File: src/rtl/ram_arbiter_if.sv
// Port bundle for the two-port nibble RAM arbiter: requester ports plus the memory-side bus.
// A port asserts reqN with its we/addr/wdata and keeps it high until doneN pulses; gntN marks ownership.
interface ram_arbiter_if;
    logic       req0;
    logic       req1;
    logic       we0;
    logic       we1;
    logic [3:0] addr0;
    logic [3:0] addr1;
    logic [3:0] wdata0;
    logic [3:0] wdata1;
    logic       gnt0;
    logic       gnt1;
    logic       done0;
    logic       done1;
    logic [3:0] rdata0;
    logic [3:0] rdata1;
    logic [3:0] mem_address;
    logic       mem_nwrite_enable;
    logic       mem_nread_enable;
    logic [3:0] mem_data_out;
    logic       mem_data_oe;
    logic [3:0] mem_data_in;

    modport master (
        output req0, req1, we0, we1, addr0, addr1, wdata0, wdata1, mem_data_in,
        input  gnt0, gnt1, done0, done1, rdata0, rdata1,
        input  mem_address, mem_nwrite_enable, mem_nread_enable, mem_data_out, mem_data_oe
    );

    modport slave (
        input  req0, req1, we0, we1, addr0, addr1, wdata0, wdata1, mem_data_in,
        output gnt0, gnt1, done0, done1, rdata0, rdata1,
        output mem_address, mem_nwrite_enable, mem_nread_enable, mem_data_out, mem_data_oe
    );
endinterface

File: src/rtl/ram_arbiter.sv
// Round-robin arbiter sharing one asynchronous nibble RAM between two ports.
// Each access runs SETUP -> STROBE (STROBE_CYCLES) -> HOLD, followed by one IDLE cycle.
module ram_arbiter #(
    parameter int STROBE_CYCLES = 1
) (
    input  logic         clk,
    input  logic         nrst,
    ram_arbiter_if.slave bus,
    output logic [1:0]   dbg_state_o
);
    typedef enum logic [1:0] {
        IDLE   = 2'd0,
        SETUP  = 2'd1,
        STROBE = 2'd2,
        HOLD   = 2'd3
    } state_t;

    localparam logic [1:0] LAST_CNT = 2'(STROBE_CYCLES - 1);

    state_t     state_q, state_d;
    logic [1:0] cnt_q, cnt_d;
    logic       owner_q, owner_d;
    logic       prio_q, prio_d;
    logic       we_q, we_d;
    logic [3:0] addr_q, addr_d;
    logic [3:0] wdata_q, wdata_d;
    logic [3:0] rdata0_q, rdata0_d;
    logic [3:0] rdata1_q, rdata1_d;
    logic       winner;
    logic       busy;

    always_comb begin
        state_d  = state_q;
        cnt_d    = cnt_q;
        owner_d  = owner_q;
        prio_d   = prio_q;
        we_d     = we_q;
        addr_d   = addr_q;
        wdata_d  = wdata_q;
        rdata0_d = rdata0_q;
        rdata1_d = rdata1_q;
        // prio_q names the port that wins a tie; a lone requester always wins.
        winner   = (bus.req0 && bus.req1) ? prio_q : bus.req1;
        busy     = (state_q != IDLE);

        case (state_q)
            IDLE: begin
                if (bus.req0 || bus.req1) begin
                    state_d = SETUP;
                    owner_d = winner;
                    prio_d  = ~winner;
                    we_d    = winner ? bus.we1    : bus.we0;
                    addr_d  = winner ? bus.addr1  : bus.addr0;
                    wdata_d = winner ? bus.wdata1 : bus.wdata0;
                end
            end
            SETUP: begin
                state_d = STROBE;
                cnt_d   = 2'd0;
            end
            STROBE: begin
                if (cnt_q == LAST_CNT) begin
                    state_d = HOLD;
                    if (!we_q) begin
                        if (owner_q) rdata1_d = bus.mem_data_in;
                        else         rdata0_d = bus.mem_data_in;
                    end
                end else begin
                    cnt_d = cnt_q + 2'd1;
                end
            end
            HOLD: begin
                state_d = IDLE;
            end
            default: state_d = IDLE;
        endcase

        bus.gnt0              = busy && !owner_q;
        bus.gnt1              = busy && owner_q;
        bus.done0             = (state_q == HOLD) && !owner_q;
        bus.done1             = (state_q == HOLD) && owner_q;
        bus.rdata0            = rdata0_q;
        bus.rdata1            = rdata1_q;
        bus.mem_address       = addr_q;
        bus.mem_data_oe       = busy && we_q;
        bus.mem_data_out      = (busy && we_q) ? wdata_q : 4'd0;
        bus.mem_nwrite_enable = !((state_q == STROBE) && we_q);
        bus.mem_nread_enable  = !((state_q == STROBE) && !we_q);
        dbg_state_o           = state_q;
    end

    always_ff @(posedge clk) begin
        if (!nrst) begin
            state_q  <= IDLE;
            cnt_q    <= 2'd0;
            owner_q  <= 1'b0;
            prio_q   <= 1'b0;
            we_q     <= 1'b0;
            addr_q   <= 4'd0;
            wdata_q  <= 4'd0;
            rdata0_q <= 4'd0;
            rdata1_q <= 4'd0;
        end else begin
            state_q  <= state_d;
            cnt_q    <= cnt_d;
            owner_q  <= owner_d;
            prio_q   <= prio_d;
            we_q     <= we_d;
            addr_q   <= addr_d;
            wdata_q  <= wdata_d;
            rdata0_q <= rdata0_d;
            rdata1_q <= rdata1_d;
        end
    end
endmodule

File: src/flat_wrapper.sv
// flat-port wrapper written by rule: the top's interface ports become plain ports
module ram_arbiter_flat 
#(
    parameter int STROBE_CYCLES = 1
)
  (clk, nrst, dbg_state_o, bus_req0, bus_req1, bus_we0, bus_we1, bus_addr0, bus_addr1, bus_wdata0, bus_wdata1, bus_mem_data_in, bus_gnt0, bus_gnt1, bus_done0, bus_done1, bus_rdata0, bus_rdata1, bus_mem_address, bus_mem_nwrite_enable, bus_mem_nread_enable, bus_mem_data_out, bus_mem_data_oe);
  ram_arbiter_if bus_i ();
  input  logic clk;
  input  logic nrst;
  output logic [1:0] dbg_state_o;
  input wire logic [$bits(bus_i.req0)-1:0] bus_req0;
  input wire logic [$bits(bus_i.req1)-1:0] bus_req1;
  input wire logic [$bits(bus_i.we0)-1:0] bus_we0;
  input wire logic [$bits(bus_i.we1)-1:0] bus_we1;
  input wire logic [$bits(bus_i.addr0)-1:0] bus_addr0;
  input wire logic [$bits(bus_i.addr1)-1:0] bus_addr1;
  input wire logic [$bits(bus_i.wdata0)-1:0] bus_wdata0;
  input wire logic [$bits(bus_i.wdata1)-1:0] bus_wdata1;
  input wire logic [$bits(bus_i.mem_data_in)-1:0] bus_mem_data_in;
  output wire logic [$bits(bus_i.gnt0)-1:0] bus_gnt0;
  output wire logic [$bits(bus_i.gnt1)-1:0] bus_gnt1;
  output wire logic [$bits(bus_i.done0)-1:0] bus_done0;
  output wire logic [$bits(bus_i.done1)-1:0] bus_done1;
  output wire logic [$bits(bus_i.rdata0)-1:0] bus_rdata0;
  output wire logic [$bits(bus_i.rdata1)-1:0] bus_rdata1;
  output wire logic [$bits(bus_i.mem_address)-1:0] bus_mem_address;
  output wire logic [$bits(bus_i.mem_nwrite_enable)-1:0] bus_mem_nwrite_enable;
  output wire logic [$bits(bus_i.mem_nread_enable)-1:0] bus_mem_nread_enable;
  output wire logic [$bits(bus_i.mem_data_out)-1:0] bus_mem_data_out;
  output wire logic [$bits(bus_i.mem_data_oe)-1:0] bus_mem_data_oe;
  assign bus_i.req0 = bus_req0;
  assign bus_i.req1 = bus_req1;
  assign bus_i.we0 = bus_we0;
  assign bus_i.we1 = bus_we1;
  assign bus_i.addr0 = bus_addr0;
  assign bus_i.addr1 = bus_addr1;
  assign bus_i.wdata0 = bus_wdata0;
  assign bus_i.wdata1 = bus_wdata1;
  assign bus_i.mem_data_in = bus_mem_data_in;
  assign bus_gnt0 = bus_i.gnt0;
  assign bus_gnt1 = bus_i.gnt1;
  assign bus_done0 = bus_i.done0;
  assign bus_done1 = bus_i.done1;
  assign bus_rdata0 = bus_i.rdata0;
  assign bus_rdata1 = bus_i.rdata1;
  assign bus_mem_address = bus_i.mem_address;
  assign bus_mem_nwrite_enable = bus_i.mem_nwrite_enable;
  assign bus_mem_nread_enable = bus_i.mem_nread_enable;
  assign bus_mem_data_out = bus_i.mem_data_out;
  assign bus_mem_data_oe = bus_i.mem_data_oe;
  ram_arbiter #(.STROBE_CYCLES(STROBE_CYCLES)) u_core (.clk(clk), .nrst(nrst), .bus(bus_i), .dbg_state_o(dbg_state_o));
endmodule
File: config.mk
export PLATFORM = sky130hd
export DESIGN_NAME = ram_arbiter_flat
export DESIGN_NICKNAME = d
export VERILOG_FILES = /design/src/rtl/ram_arbiter_if.sv /design/src/rtl/ram_arbiter.sv /design/src/flat_wrapper.sv
export SDC_FILE = /design/constraint.sdc
export NUM_CORES = 1
export LEC_CHECK = 0
export ABC_AREA = 1
export ABC_CLOCK_PERIOD_IN_PS = 1400
export BUFFER_PORTS_ARGS = -buffer_cell sky130_fd_sc_hd__buf_2
export CAP_MARGIN = 20
export CORE_AREA = 5 5 56 58
export CTS_BUF_LIST = sky130_fd_sc_hd__clkbuf_2 sky130_fd_sc_hd__clkbuf_4 sky130_fd_sc_hd__clkbuf_8
export DETAILED_ROUTE_END_ITERATION = 10
export DIE_AREA = 0 0 61 63
export GPL_ROUTABILITY_DRIVEN = 0
export PLACE_DENSITY_LB_ADDON = 0.25
export SLEW_MARGIN = 20
export SYNTH_ARGS = -nofsm -noshare
export SYNTH_HDL_FRONTEND = slang
export SYNTH_SLANG_ARGS = --single-unit
File: constraint.sdc
create_clock -name clk -period 1.4 [get_ports clk]
set_input_delay 0.14 -clock clk [delete_from_list [all_inputs] [get_ports clk]]
set_output_delay 0.14 -clock clk [all_outputs]
set_load 0.005 [all_outputs]
==> impl_metrics.ini <==
[place]
port-buffer-count = 50
dpl-instance-area_um2 = 1530
hpwlAfterDp_um = 2210
place_inst = 272

[worst_setup_path]
path_common_cell = inv_2
cp.arrival_ns = 1.26
rr_worst_depth = 7
required_ns = 1.26
crit_path_top_delay_cell = dfxtp_2
max_stage_delay_ns = 0.37
r2r_slack_ns = 0.11
crit_type = reg2out
start_kind = register
end_kind = output pin
worstPathMaxFanout = 4
crit_family = flip-flops
cp_num_buf_inv = 3
crit_chain = inv_2 > ha_4 > nor2_4 > inv_2 > nor2_1 > buf_2
r2r-end = u_core.bus.rdata1[2]
r2r_start = u_core.dbg_state_o[1]

[grt]
antenna_found_initial = 0
grt_use_met1 = 0.185
grt_overflow = 0
grt_max_degree = 14
use_met3 = 0.0455
grt.busiest_layer = met2
grt_pass1_wl_um = 4890
grt_use_total = 0.162
grt_pass1_vias = 1210
globalRouteMet2Util = 0.277

[final_layout]
drive_gt1_frac = 0.336
nets = 280
diodes = 0
stdcell_area_um2 = 1640
layout_common_cells = buf_2, nand2_1, inv_1
area_growth_pct = 35.2
finish.utilization = 0.629
final_common_cell = buf_2
final_cells = 278

[run]
max_cap_viol_count = 0

[sta]
fin_crit_sh = 1.00
fin_skew_ns = 0.00195
min_period_ns = 1.40
setup_viol = 0
rsz0062_at_grt = yes
slew_headroom = 0.784
fmax_mhz = 715
worst_pin_slew_ns = 0.323
hold_violations = 0
slew_viol_final = 0

[cts]
clock_path_buffers = 2
cts_tree = built
cts_buffers = 3
cts_sinks = 23
clock_latency_ns = 0.31
htreeDepth = 1
cts_root_buffer = clkbuf_4
path_clk_slew_ns = 0.13
hold_buffers = 0

[worst_hold_path]
hold_start = bus_we0
hold_depth = 5
hold-path-endpoint = u_core.we_q
hold_path_class = in2reg

[floorplanning]
die_x_um = 61
coreArea_um2 = 2620
io_pins = 51
row_count = 19
dieHeight_um = 63
start_util = 0.465
dieArea_um2 = 3840

[drt]
drc = 0
vias = 1276
drt-total-wl_um = 2870
wl_per_cell_um = 10.3
via_per_inst = 4.59
postRouteAntennaNets = 0
dr.pass1.iters = 4
drt_iter0_drc = 17

[outcome]
status = complete, no violations

[synth]
syn-cell-area_um2 = 1220
synth_nets = 221
avgSynthCellArea_um2 = 6.43
synth_seq_cells = 23
syn_inst = 189
yosysSeqAreaShare = 0.379
synth_cell_types = 15
synth_warnings = 0

[power_and_ir_drop]
total_power_uw = 2690
leakagePower_uw = 0.000910
irDropWorstVdd_uv = 961
p_per_area_nw_per_um2 = 1630
## what timing repair did
action	CTS	global route
setup buffers	1	1
hold endpoints to repair	0	0
setup endpoints to repair	12	30
pin swaps	2	4
gates resized for setup	12	12
## layout make-up
class / count / area (um2)
fillers: 272 / 971
multi-input cells: 126 / 659
flip-flops and latches: 23 / 467
repair buffers: 58 / 314
inverters: 36 / 138
well taps: 31 / 38.8
clock buffers: 3 / 22.5
clock inverters: 1 / 5.00
## kinds of logic (layout without fill, tap and decap cells)
| family | after synthesis | in the layout | synth area share |
|---|---|---|---|
| compound gates | 16 | 16 | 0.0658 |
| fa+ha+maj | 6 | 6 | 0.0617 |
| buf+inv | 40 | 98 | 0.127 |
| flops | 23 | 23 | 0.379 |
| simple gates | 104 | 104 | 0.367 |
## worst reg2reg max path, stage by stage (launching register included)
cell	delay, ns
dfxtp_2	0.37
buf_6	0.11
ha_4	0.15
nand2_4	0.07
nor3_4	0.31
nand2_1	0.09
nand2_1	0.06
nor2_1	0.04
## synth_stat cells
library cell  number  area (um2)
a21oi_1           12        60.1
buf_2              3        15.0
clkbuf_1           1        3.75
clkinv_1           1        3.75
dfxtp_1           23         460
ha_1               6        75.1
inv_1             34         128
inv_2              1        3.75
nand2_1           48         180
nand2_2            2        12.5
nand3_1           18        90.1
nand3b_1           1        7.51
nor2_1            33         124
nor3_4             2        32.5
o21ai_0            4        20.0
## power by group
| group | leakage, uW | internal [uW] | switching (uW) |
|---|---|---|---|
| Clock | 0.0000177 | 107 | 208 |
| Combinational | 0.000702 | 604 | 773 |
| Sequential | 0.000190 | 866 | 130 |
| Total | 0.000910 | 1580 | 1110 |
## sequential cells by signal (all words and copies together), names as in the netlist
signal                  count
u_core.bus.mem_address      4
u_core.bus.rdata0           4
u_core.bus.rdata1           4
u_core.wdata_q              4
u_core.cnt_q                2
u_core.dbg_state_o          2
u_core.owner_q              1
u_core.prio_q               1
u_core.we_q                 1
## metal layers
layer | vias up | share of wire
met1 | 545 | 0.42
met3 | 4 | 0.098
met4 | 0 | 0.013
met5 | - | 0
met2 | 42 | 0.47
li1 | 685 | -
## metrics by stage
step	hold slack (ns)	TNS, ns	setup WS, ns
floorplan	0.260	0	0.0792
global placement	0.423	0	0.0228
detailed placement	0.425	0	0.00251
CTS	0.0929	-0.0256	-0.0160
global route	0.114	-0.640	-0.102
finish	0.0986	0	0.000650
## worst max-delay path by stage
stage / from / to / slack [ns] / cells past startpoint
after floorplan: u_core.dbg_state_o[0] / u_core.cnt_q[1] / 0.08 / 8
after global placement: u_core.dbg_state_o[0] / u_core.bus.rdata1[2] / 0.02 / 7
after detailed placement: u_core.dbg_state_o[0] / u_core.bus.rdata0[2] / 0.003 / 7
after CTS: u_core.dbg_state_o[1] / bus_mem_data_out[3] / -0.02 / 6
after global routing: u_core.dbg_state_o[1] / bus_mem_data_out[2] / -0.10 / 6
final: u_core.dbg_state_o[1] / bus_mem_data_out[0] / 0.0007 / 6
Power figures use the tool's default switching activity.
